## config.mk

```make
export PLATFORM = sky130hd
export DESIGN_NAME = elevator_dispatch_ctrl
export DESIGN_NICKNAME = d
export VERILOG_FILES = /design/src/rtl/elevator_dispatch_ctrl.sv
export SDC_FILE = /design/constraint.sdc
export NUM_CORES = 1
export LEC_CHECK = 0
export ABC_AREA = 1
export BUFFER_PORTS_ARGS = -buffer_cell sky130_fd_sc_hd__clkbuf_2
export CELL_PAD_IN_SITES_DETAIL_PLACEMENT = 1
export CELL_PAD_IN_SITES_GLOBAL_PLACEMENT = 1
export CORE_UTILIZATION = 38
export CTS_BUF_LIST = sky130_fd_sc_hd__clkbuf_4
export DETAILED_ROUTE_END_ITERATION = 10
export GPL_ROUTABILITY_DRIVEN = 0
export HOLD_SLACK_MARGIN = 0.02
export PLACE_DENSITY = 0.76
export REMOVE_ABC_BUFFERS = 1
export SETUP_SLACK_MARGIN = 0.3
export SLEW_MARGIN = 20
export SYNTH_ARGS = -nofsm -noshare
export SYNTH_HDL_FRONTEND = slang
export SYNTH_SLANG_ARGS = --single-unit
```

## constraint.sdc

```tcl
create_clock -name clk -period 2 [get_ports clk]
set_input_delay 0.4 -clock clk [delete_from_list [all_inputs] [get_ports clk]]
set_output_delay 0.4 -clock clk [all_outputs]
set_load 0.05 [all_outputs]
```

## src/rtl/elevator_dispatch_ctrl.sv

```systemverilog
// SCAN dispatcher for a small elevator car. It latches floor calls, paces travel and door
// dwell with one shared timer, and lets overload and fire recall override normal service.
module elevator_dispatch_ctrl #(
  parameter int unsigned NUM_FLOORS = 4,
  parameter int unsigned FLOOR_W    = 2,
  parameter int unsigned TRAVEL_CYC = 8,
  parameter int unsigned DOOR_CYC   = 6
) (
  input  logic                  clk,
  input  logic                  rst_n,
  input  logic [NUM_FLOORS-1:0] req,
  input  logic                  overload,
  input  logic                  firealarm,
  input  logic                  person_detected,
  output logic [FLOOR_W-1:0]    cur_floor,
  output logic                  moving,
  output logic                  dir_up,
  output logic                  door_open,
  output logic                  door_closed,
  output logic [NUM_FLOORS-1:0] pending,
  output logic                  arrived,
  output logic                  fire_mode
);

  localparam int unsigned TimerMax = (TRAVEL_CYC > DOOR_CYC) ? TRAVEL_CYC : DOOR_CYC;
  localparam int unsigned TimerW   = $clog2(TimerMax);
  localparam logic [TimerW-1:0]  TravelLast = TimerW'(TRAVEL_CYC - 1);
  localparam logic [TimerW-1:0]  DoorLast   = TimerW'(DOOR_CYC - 1);
  localparam logic [FLOOR_W-1:0] TopFloor   = FLOOR_W'(NUM_FLOORS - 1);

  typedef enum logic [1:0] {StIdle, StMove, StDoor, StFire} state_e;

  state_e                  state_q, state_d;
  logic [FLOOR_W-1:0]      cur_floor_q, cur_floor_d, next_floor;
  logic [TimerW-1:0]       timer_q, timer_d;
  logic [NUM_FLOORS-1:0]   pending_q, pending_d;
  logic                    dir_up_q, dir_up_d;
  logic                    moving_q, moving_d;
  logic                    door_open_q, door_open_d;
  logic                    arrived_q, arrived_d;
  logic                    fire_mode_q, fire_mode_d;
  logic                    calls_above, calls_below, calls_ahead;

  // Where the next step lands, and which latched calls lie above, below and beyond it.
  always_comb begin
    next_floor = cur_floor_q;
    if (dir_up_q && cur_floor_q != TopFloor) begin
      next_floor = cur_floor_q + 1'b1;
    end else if (!dir_up_q && cur_floor_q != '0) begin
      next_floor = cur_floor_q - 1'b1;
    end
    calls_above = 1'b0;
    calls_below = 1'b0;
    calls_ahead = 1'b0;
    for (int i = 0; i < NUM_FLOORS; i++) begin
      if (pending_q[i] && FLOOR_W'(i) > cur_floor_q) calls_above = 1'b1;
      if (pending_q[i] && FLOOR_W'(i) < cur_floor_q) calls_below = 1'b1;
      if (pending_q[i] && dir_up_q && FLOOR_W'(i) > next_floor) calls_ahead = 1'b1;
      if (pending_q[i] && !dir_up_q && FLOOR_W'(i) < next_floor) calls_ahead = 1'b1;
    end
  end

  always_comb begin
    state_d     = state_q;
    cur_floor_d = cur_floor_q;
    dir_up_d    = dir_up_q;
    timer_d     = timer_q;
    moving_d    = moving_q;
    door_open_d = door_open_q;
    arrived_d   = 1'b0;
    fire_mode_d = fire_mode_q;
    pending_d   = pending_q | ((fire_mode_q || firealarm) ? '0 : req);

    if (firealarm && state_q != StFire) begin
      // Recall abandons any segment in flight; the car restarts from the floor it last passed.
      state_d     = StFire;
      fire_mode_d = 1'b1;
      pending_d   = '0;
      timer_d     = '0;
      if (cur_floor_q == '0) begin
        door_open_d = 1'b1;
        moving_d    = 1'b0;
        arrived_d   = 1'b1;
      end else begin
        door_open_d = 1'b0;
        moving_d    = 1'b1;
        dir_up_d    = 1'b0;
      end
    end else begin
      unique case (state_q)
        StIdle: begin
          if (pending_q[cur_floor_q]) begin
            state_d                = StDoor;
            door_open_d            = 1'b1;
            timer_d                = '0;
            pending_d[cur_floor_q] = 1'b0;
          end else if (!overload && (calls_above || calls_below)) begin
            state_d  = StMove;
            moving_d = 1'b1;
            timer_d  = '0;
            dir_up_d = (dir_up_q && calls_above) || !calls_below;
          end
        end
        StMove: begin
          if (timer_q != TravelLast) begin
            timer_d = timer_q + 1'b1;
          end else begin
            timer_d     = '0;
            cur_floor_d = next_floor;
            if (pending_q[next_floor]) begin
              state_d               = StDoor;
              moving_d              = 1'b0;
              door_open_d           = 1'b1;
              arrived_d             = 1'b1;
              pending_d[next_floor] = 1'b0;
            end else if (!calls_ahead) begin
              state_d  = StIdle;
              moving_d = 1'b0;
            end
          end
        end
        StDoor: begin
          door_open_d            = 1'b1;
          pending_d[cur_floor_q] = 1'b0;
          if (person_detected || overload) begin
            timer_d = '0;
          end else if (timer_q == DoorLast) begin
            state_d     = StIdle;
            door_open_d = 1'b0;
            timer_d     = '0;
          end else begin
            timer_d = timer_q + 1'b1;
          end
        end
        StFire: begin
          pending_d = '0;
          if (!firealarm) begin
            state_d     = StDoor;
            fire_mode_d = 1'b0;
            door_open_d = 1'b1;
            moving_d    = 1'b0;
            timer_d     = '0;
          end else if (cur_floor_q != '0) begin
            moving_d    = 1'b1;
            door_open_d = 1'b0;
            if (timer_q == TravelLast) begin
              timer_d     = '0;
              cur_floor_d = cur_floor_q - 1'b1;
              if (cur_floor_q == FLOOR_W'(1)) begin
                moving_d    = 1'b0;
                door_open_d = 1'b1;
                arrived_d   = 1'b1;
              end
            end else begin
              timer_d = timer_q + 1'b1;
            end
          end else begin
            door_open_d = 1'b1;
            moving_d    = 1'b0;
          end
        end
        default: state_d = StIdle;
      endcase
    end
  end

  always_ff @(posedge clk) begin
    if (!rst_n) begin
      state_q     <= StIdle;
      cur_floor_q <= '0;
      dir_up_q    <= 1'b1;
      timer_q     <= '0;
      pending_q   <= '0;
      moving_q    <= 1'b0;
      door_open_q <= 1'b0;
      arrived_q   <= 1'b0;
      fire_mode_q <= 1'b0;
    end else begin
      state_q     <= state_d;
      cur_floor_q <= cur_floor_d;
      dir_up_q    <= dir_up_d;
      timer_q     <= timer_d;
      pending_q   <= pending_d;
      moving_q    <= moving_d;
      door_open_q <= door_open_d;
      arrived_q   <= arrived_d;
      fire_mode_q <= fire_mode_d;
    end
  end

  assign cur_floor   = cur_floor_q;
  assign moving      = moving_q;
  assign dir_up      = dir_up_q;
  assign door_open   = door_open_q;
  assign door_closed = ~door_open_q;
  assign pending     = pending_q;
  assign arrived     = arrived_q;
  assign fire_mode   = fire_mode_q;

endmodule
```

# ---- Word-level counts from Yosys, hierarchy flattened
# Index checks and enable logic that the tools add are counted.
dict set report op_classes {
  n_addsub 3
  multipliers 0
  n_div 0
  n_lt_le_gt_ge 20
  n_eq_ne 28
  shift 0
  muxes 93
  bitwise 8
  reduce_logical 54
}
# operator count
set op_table {}
lappend op_table {{$mux W1} 55}
lappend op_table {{$ne A3 B3 Y1 const B} 11}
lappend op_table {{$logic_and A1 B1 Y1} 31}
lappend op_table {{$mux W2} 15}
lappend op_table {{$mux W3} 8}
lappend op_table {{$mux W4} 4}
lappend op_table {{$ne A2 B2 Y1 const B} 8}
lappend op_table {{$pmux W4 S4} 1}
lappend op_table {{$pmux W3 S4} 1}
lappend op_table {{$reduce_and A6 Y1} 2}
lappend op_table {{$reduce_bool A2 Y1} 5}
lappend op_table {{$and A4 B4 Y4} 2}
lappend op_table {{$gt A1 B2 Y1 const A} 4}
lappend op_table {{$gt A2 B2 Y1 const A} 4}
lappend op_table {{$lt A1 B2 Y1 const A} 4}
lappend op_table {{$lt A2 B2 Y1 const A} 4}
lappend op_table {{$ne A4 B4 Y1 const B} 2}
lappend op_table {{$not A4 Y4} 2}
lappend op_table {{$pmux W2 S4} 1}
lappend op_table {{$eq A3 B3 Y1 const B} 2}
lappend op_table {{$lt A2 B3 Y1 const B} 2}
lappend op_table {{$reduce_and A5 Y1} 1}
lappend op_table {{$bmux W1 S2} 2}
lappend op_table {{$demux W1 S2} 2}
lappend op_table {{21 further kinds} 33}
dict set report totals {
  reg_bits 16
  latchBits 0
  mem_bits_rw 0
  mem_bits_ro 0
  in_bits 9
  out_inout_bits 12
  elab_cells 215
  n_memories 0
}

# ---- Depth between registers and ports, before layout
# Gate-level depths: netlist of run 1.
dict set report logic_depth {
  ltp_word 19
  depth_mapped 16
  ltp_nobuf 16
}

# ---- Least setup slack after synthesis of run 1
# No wires, ideal clock.
dict set report synth_path {
  path_kind {register to register}
  startpoint {register cur_floor_q[0] (netlist: cur_floor[0])}
  endpoint {register state_q[0]}
  setup_time_ns 0.113
  arrival_ns 2.382
  required_ns 1.887
  path_slack_ns -0.495
  stages_incl_launch_ff 17
  path_buffers 0
  period_less_slack_ns 2.495
  path_cell_list {dfxtp_1 > inv_1 > ha_1 > inv_2 > nand2_4 > nand2_1 > nand2_1 > nand2_2 > nand2_4 > inv_2 > nand2_2 > a21oi_4 > nand3_4 > nand2_4 > nand2_1 > nand2_1 > nor2_1}
}
dict set report synth_between {
  elab_chain_len 16
  elab_cells_between_ends 70
  cone_classes {add/sub (2); order compare (16); eq/ne (3); mux (27); reduce/logical (22)}
}
# element line
set synth_rtl {}
lappend synth_rtl {{start: declaration} 34} ;# logic [FLOOR_W-1:0] cur_floor_q, cur_floor_d, next_floor;
lappend synth_rtl {{start signal: assignment} 180} ;# cur_floor_q <= cur_floor_d;
lappend synth_rtl {{parallel branches: the longest is 16 deep, another holds $sub A2 B1 Y2} --}
lappend synth_rtl {{end signal: assignment} 169} ;# state_q <= StIdle;
lappend synth_rtl {{end signal: assignment} 179} ;# state_q <= state_d;
lappend synth_rtl {{end: declaration} 33} ;# state_e state_q, state_d;
# Several ways; the timed one is not identified. The select of a mux whose other input is x is not followed.
# A chain may end at the register's enable or synchronous reset.

# ---- Worst setup path in the final report of run 1
dict set report layout_path {
  startpoint {register cur_floor_q[0] (netlist: cur_floor[0])}
  endpoint {register state_q[1]}
}
# The elaborated chain is that of the path after synthesis.

==> results of run 1 <==
[cell usage after synthesis, drive strengths merged]
| cell type | number |
|---|---|
| a211oi | 1 |
| and3 | 1 |
| o21ai | 21 |
| a221oi | 1 |
| nand2 | 58 |
| o31ai | 4 |
| inv | 31 |
| o211ai | 1 |
| nor2 | 19 |
| a21oi | 26 |
| dfxtp | 16 |
| nor3 | 1 |
| clkinv | 1 |
| nor3b | 1 |
| ha | 16 |
| buf | 2 |
| nand3 | 27 |
| a31oi | 4 |
[critical path: stages, from the launching register on]
cell and delay [ns]:
dfxtp_4 0.40, inv_6 0.05, ha_4 0.25, inv_4 0.06
nand3_2 0.11, nand2_2 0.11, nand2_4 0.08, nand2_8 0.12
inv_6 0.05, nand2_4 0.07, nand2_1 0.09, o21ai_1 0.14
nand2_1 0.09, nand2_1 0.13, nor2_4 0.05, nor2_1 0.12
[where the power goes]
part	total, mW	switching, mW	leakage (nW)	internal, mW
clock network	0.214	0.140	0.0154	0.0734
registers	0.489	0.0924	0.133	0.396
logic	1.67	1.11	0.845	0.560
[worst paths after layout]
kind / start / to / slack (ns) / cells past startpoint
worst max register to register: cur_floor[0] / state_q[1] / 0.006 / 15
worst min register to register: timer_q[1] / timer_q[1] / 0.49 / 2
worst max-delay path: cur_floor[0] / state_q[1] / 0.006 / 15
worst min-delay path: rst_n / arrived / 0.41 / 3
[sequential cells by signal, summed over array words and instances, names as in the netlist, 2 cells and up]
signal / flops
cur_floor: 2
pending: 4
state_q: 2
timer_q: 3
[metal layers]
layer / track usage / share of wire / wire (um)
met1: 0.420 / 0.42 / 3110
met2: 0.525 / 0.46 / 3470
met3: 0.0423 / 0.078 / 582
met4: 0.119 / 0.043 / 325
met5: 0 / 0 / 0
[per-stage QoR]
step	setup WS (ns)	power (mW)	setup TNS (ns)
final	0.00640	2.37	0
after floorplan	-0.495	1.36	-4.67
after detailed placement	0.0660	1.78	0
after CTS	0.204	2.06	0
after global routing	-0.112	2.51	-0.172
after global placement	0.0978	1.77	0
[logic make-up (layout without fill, tap and decap cells)]
family	Yosys count	after routing
AO/OA/AOI/OAI	58	58
flip-flops	16	16
AND/OR/NAND/NOR	107	107
buffers and inverters	34	90
adder cells (fa/ha/maj)	16	16
[final cells by class]
| type | count | area, um^2 |
|---|---|---|
| Sequential cell | 16 | 332 |
| Multi-Input combinational cell | 181 | 1340 |
| Clock buffer | 3 | 22.5 |
| Fill cell | 468 | 1450 |
| Clock inverter | 1 | 3.75 |
| Timing Repair Buffer | 54 | 363 |
| Tap cell | 48 | 60.1 |
| Inverter | 32 | 140 |
[layout by cell type (no fill, tap or decap), types with 4 or more instances in the layout]
cell type	instances
nand3_1	17
nand3_2	8
a21oi_1	23
inv_1	17
ha_4	5
nand2_1	33
clkbuf_2	20
o21ai_1	11
o31ai_1	4
o21ai_2	5
ha_1	9
inv_2	8
nand2_4	9
nor2_1	15
inv_4	4
buf_4	32
o21ai_0	4
dfxtp_1	11
nand2_2	15
[repair_timing]
| action | in CTS | in global routing |
|---|---|---|
| hold buffers | 0 | 0 |
| gates resized for setup | 43 | 61 |
| setup buffers | 10 | 3 |
| setup endpoints to repair | 15 | 16 |
| endpoints found under the hold margin | 0 | 0 |
| pin swaps | 14 | 15 |
==> results.json, run 1 <==
{
  "outcome": "finished, final reports clean",
  "syn-instance-count": 231,
  "grt_antenna_before_repair": 0,
  "dp_cells": 318,
  "setup_violations": 0,
  "avgRoutedWirePerCell_um": 22.3,
  "p_per_area_nw_per_um2": 1050,
  "drive_gt1_frac": 0.481,
  "yosysTopAreaCell": "dfxtp_1",
  "layout.nets": 313,
  "syn_area_um2": 1500,
  "die_h_um": 64.8,
  "placed_area_um2": 1800,
  "ir_drop_uv": 490,
  "hpwl_mm": 4.22,
  "synth_xor_area_frac": 0,
  "yosysTopAreaCellShare": 0.214,
  "antenna_cells": 0,
  "slew_headroom": 0.739,
  "rsz0062_at_grt": "yes",
  "dr.pass1.iters": 4,
  "post-route-period-util": 0.997,
  "synthAdderAreaFrac": 0.134,
  "grt_use_total": 0.319,
  "clk_latency_ns": 0.32,
  "ant_nets": 0,
  "leakage_nw": 0.993,
  "whs_ns": 0.414,
  "synth_area_leaders": "dfxtp_1 21%, ha_1 13%, nand2_1 11%, a21oi_1 8.3%, nand3_1 8.3%",
  "port_buffers": 20,
  "avgSynthCellArea_um2": 6.49,
  "fin_skew_ns": 0.00407,
  "htreeDepth": 1,
  "cts.sinks": 16,
  "synthMuxAreaShare": 0,
  "cts_made_buffers": 3,
  "stdcell_count": 335,
  "grt_pass1_vias": 1960,
  "crit_fanout": 7,
  "fin_crit_ns": 1.99,
  "hp-class": "in -> reg",
  "worst_pin_slew_ns": 0.391,
  "fin_area_um2": 2260,
  "cts_buffer_depth": 2,
  "vias": 1994,
  "required_ns": 2.26,
  "clock-root-buffer": "clkbuf_4",
  "synth-simple-area-share": 0.342,
  "ys_warn_count": 0,
  "cap_violations": 0,
  "via_per_inst": 5.95,
  "clkTransAtPathRegs_ns": 0.12,
  "fmax_mhz": 502,
  "drc_errors": 0,
  "area_delta_synth_final_pct": 51.0,
  "synth_top_family_by_area": "simple AND/OR/NAND/NOR gates",
  "die_area_um2": 4200,
  "cts_tree": "built",
  "fin_util": 0.609,
  "drv_slew": 0,
  "synth-compound-area-share": 0.220,
  "arrival_ns": 2.25,
  "dieWidth_um": 64.8,
  "core_um2": 3720,
  "grt_overflow": 0,
  "rows": 22,
  "ys_seq_elements": 16,
  "drt_iter0_markers": 151,
  "io_pins": 21,
  "synth-seq-area-share": 0.214,
  "worstSetupEndpointType": "flip-flop",
  "finalWirelength_mm": 7.48,
  "start_kind": "flip-flop",
  "start_util": 0.403,
  "grt_pass1_wl_mm": 10.1,
  "grt_max_degree": 10,
  "hold_viol": 0,
  "synth_cell_type_count": 27,
  "path_class": "reg -> reg"
}
(Power assumes the default switching activity.)
==> run 2, diff against run 1 <==
--- a/config.mk
+++ b/config.mk
@@ -13,10 +13,13 @@
 export CTS_BUF_LIST = sky130_fd_sc_hd__clkbuf_4
 export DETAILED_ROUTE_END_ITERATION = 10
 export GPL_ROUTABILITY_DRIVEN = 0
+export GPL_TIMING_DRIVEN = 0
 export HOLD_SLACK_MARGIN = 0.02
 export PLACE_DENSITY = 0.76
+export RECOVER_POWER = 100
 export REMOVE_ABC_BUFFERS = 1
 export SETUP_SLACK_MARGIN = 0.3
+export SKIP_LAST_GASP = 1
 export SLEW_MARGIN = 20
 export SYNTH_ARGS = -nofsm -noshare
 export SYNTH_HDL_FRONTEND = slang
==> results.json, run 2 (same netlist as run 1, synthesis figures left out) <==
{
  "postCtsHoldBufs": 0,
  "clkTransAtPathRegs_ns": 0.12,
  "cap_violations": 0,
  "path_class": "reg -> reg",
  "startpoint": "cur_floor[0]",
  "grt_pass1_vias": 1902,
  "rsz0062_at_grt": "yes",
  "timing.rr.start": "cur_floor[0]",
  "dp_cells": 297,
  "drc_errors": 0,
  "grt_overflow": 0,
  "crit_end": "state_q[0]",
  "crit_fanout": 4,
  "drt_iter0_markers": 124,
  "setup_ws_ns": -0.143,
  "hold_viol": 0,
  "start_kind": "flip-flop",
  "die_area_um2": 4200,
  "ant_nets": 0,
  "worstSetupEndpointType": "flip-flop",
  "stdcell_count": 335,
  "start_util": 0.403,
  "required_ns": 2.25,
  "slew_headroom": 0.584,
  "fin_crit_ns": 2.14,
  "leakage_nw": 0.976,
  "r2r_end": "state_q[0]",
  "grt_max_degree": 10,
  "fin_skew_ns": 0.00677,
  "max_stage_delay_ns": 0.39,
  "htreeDepth": 1,
  "worst_pin_slew_ns": 0.626,
  "path_common_cell": "nand2_1",
  "hpwl_mm": 3.75,
  "dr.pass1.iters": 4,
  "avgRoutedWirePerCell_um": 23.2,
  "holdPathStages": 2,
  "rr_worst_depth": 15,
  "arrival_ns": 2.40,
  "ir_drop_uv": 527,
  "final_cell_mix": "33 x nand2_1, 33 x buf_4, 22 x a21oi_1",
  "layout.nets": 313,
  "cts_buffer_depth": 2,
  "cts.sinks": 16,
  "cts_made_buffers": 3,
  "setup_violations": 5,
  "antenna_cells": 0,
  "core_um2": 3720,
  "vias": 1993,
  "drive_gt1_frac": 0.449,
  "outcome": "finished, violations left",
  "whs_ns": 0.436,
  "largest_reg_flops": 4,
  "clock-root-buffer": "clkbuf_4",
  "hp-class": "in -> reg",
  "grt_use_total": 0.325,
  "post-route-period-util": 1.07,
  "r2r_slack_ns": -0.14,
  "via_per_inst": 5.95,
  "die_h_um": 64.8,
  "path_cells": "clkinvlp_4, buf_4, buf_4, ha_1, inv_2, a31oi_2, nand2_2, nand2_1, nand3_1, nand2_1, inv_2, nand2_4, nand2_2, nand2_1, nor2_1",
  "dieWidth_um": 64.8,
  "rows": 22,
  "area_delta_synth_final_pct": 53.2,
  "fmax_mhz": 467,
  "crit_path_top_delay_cell": "dfxtp_4",
  "finalWirelength_mm": 7.79,
  "drv_slew": 0,
  "p_per_area_nw_per_um2": 1070,
  "grt_antenna_before_repair": 0,
  "cts_tree": "built",
  "port_buffers": 20,
  "clk_latency_ns": 0.32,
  "violations": "negative setup slack",
  "io_pins": 21,
  "grt_pass1_wl_mm": 10.0
}
## run 2: changes by cell type in the layout (fill, tap and decap cells not counted), sizes merged
cell / delta
inv: -3
clkinvlp: +3
## run 2: how the worst min path moves through the flow
stage / from / to
6_report: rst_n / dir_up
5_1_grt: rst_n / dir_up
4_1_cts: rst_n / dir_up
3_5_place_dp: timer_q[1] / timer_q[1]
3_3_place_gp: moving / moving
2_1_floorplan: timer_q[1] / timer_q[1]
## run 2: power by group
| part | internal (mW) | switching [mW] | leakage (nW) |
|---|---|---|---|
| logic | 0.546 | 1.21 | 0.827 |
| clock network | 0.0733 | 0.139 | 0.0154 |
| registers | 0.405 | 0.0912 | 0.134 |
## run 2: layer usage
layer / wire length, um / up-vias / track usage / share of wire
met3: 677 / 27 / 0.0739 / 0.087
met5: 0 / - / 0 / 0
met4: 232 / 0 / 0.0972 / 0.030
met1: 3050 / 982 / 0.401 / 0.39
li1: - / 884 / - / -
met2: 3820 / 100 / 0.555 / 0.49
## run 2: final cells by class
type	count	area (um^2)
Tap cell	48	60.1
Clock buffer	3	22.5
Clock inverter	1	3.75
Fill cell	482	1420
Inverter	32	150
Sequential cell	16	337
Multi-Input combinational cell	181	1360
Timing Repair Buffer	54	362
## run 2: what timing repair did
action                                  CTS  global route
cloned                                    0             0
gates resized for setup                  55            49
pin swaps                                15            20
setup buffers                            28             6
endpoints found under the setup margin   15            15
## run 2: worst max-delay path: cells and delay by family, from the launching register on
kind / cells / cell delay [ns]
adders and majority gates: 1 / 0.19
DFF: 1 / 0.39
and+or+nand+nor: 8 / 0.71
buffers and inverters: 5 / 0.66
AOI/OAI and AO/OA: 1 / 0.12
## run 2: stage by stage
step           cell area (um^2)  total power [mW]  utilization  TNS, ns  worst slack (ns)
6_report                   2300              2.46        0.618   -0.433            -0.143
3_5_place_dp               1640              1.67        0.442    -4.91            -0.633
3_3_place_gp               1640              1.64        0.442    -4.64            -0.576
2_1_floorplan              1480              1.36            -    -4.67            -0.495
5_1_grt                    2300              2.57        0.618    -1.35            -0.241
4_1_cts                    2060              2.08        0.554        0            0.0344
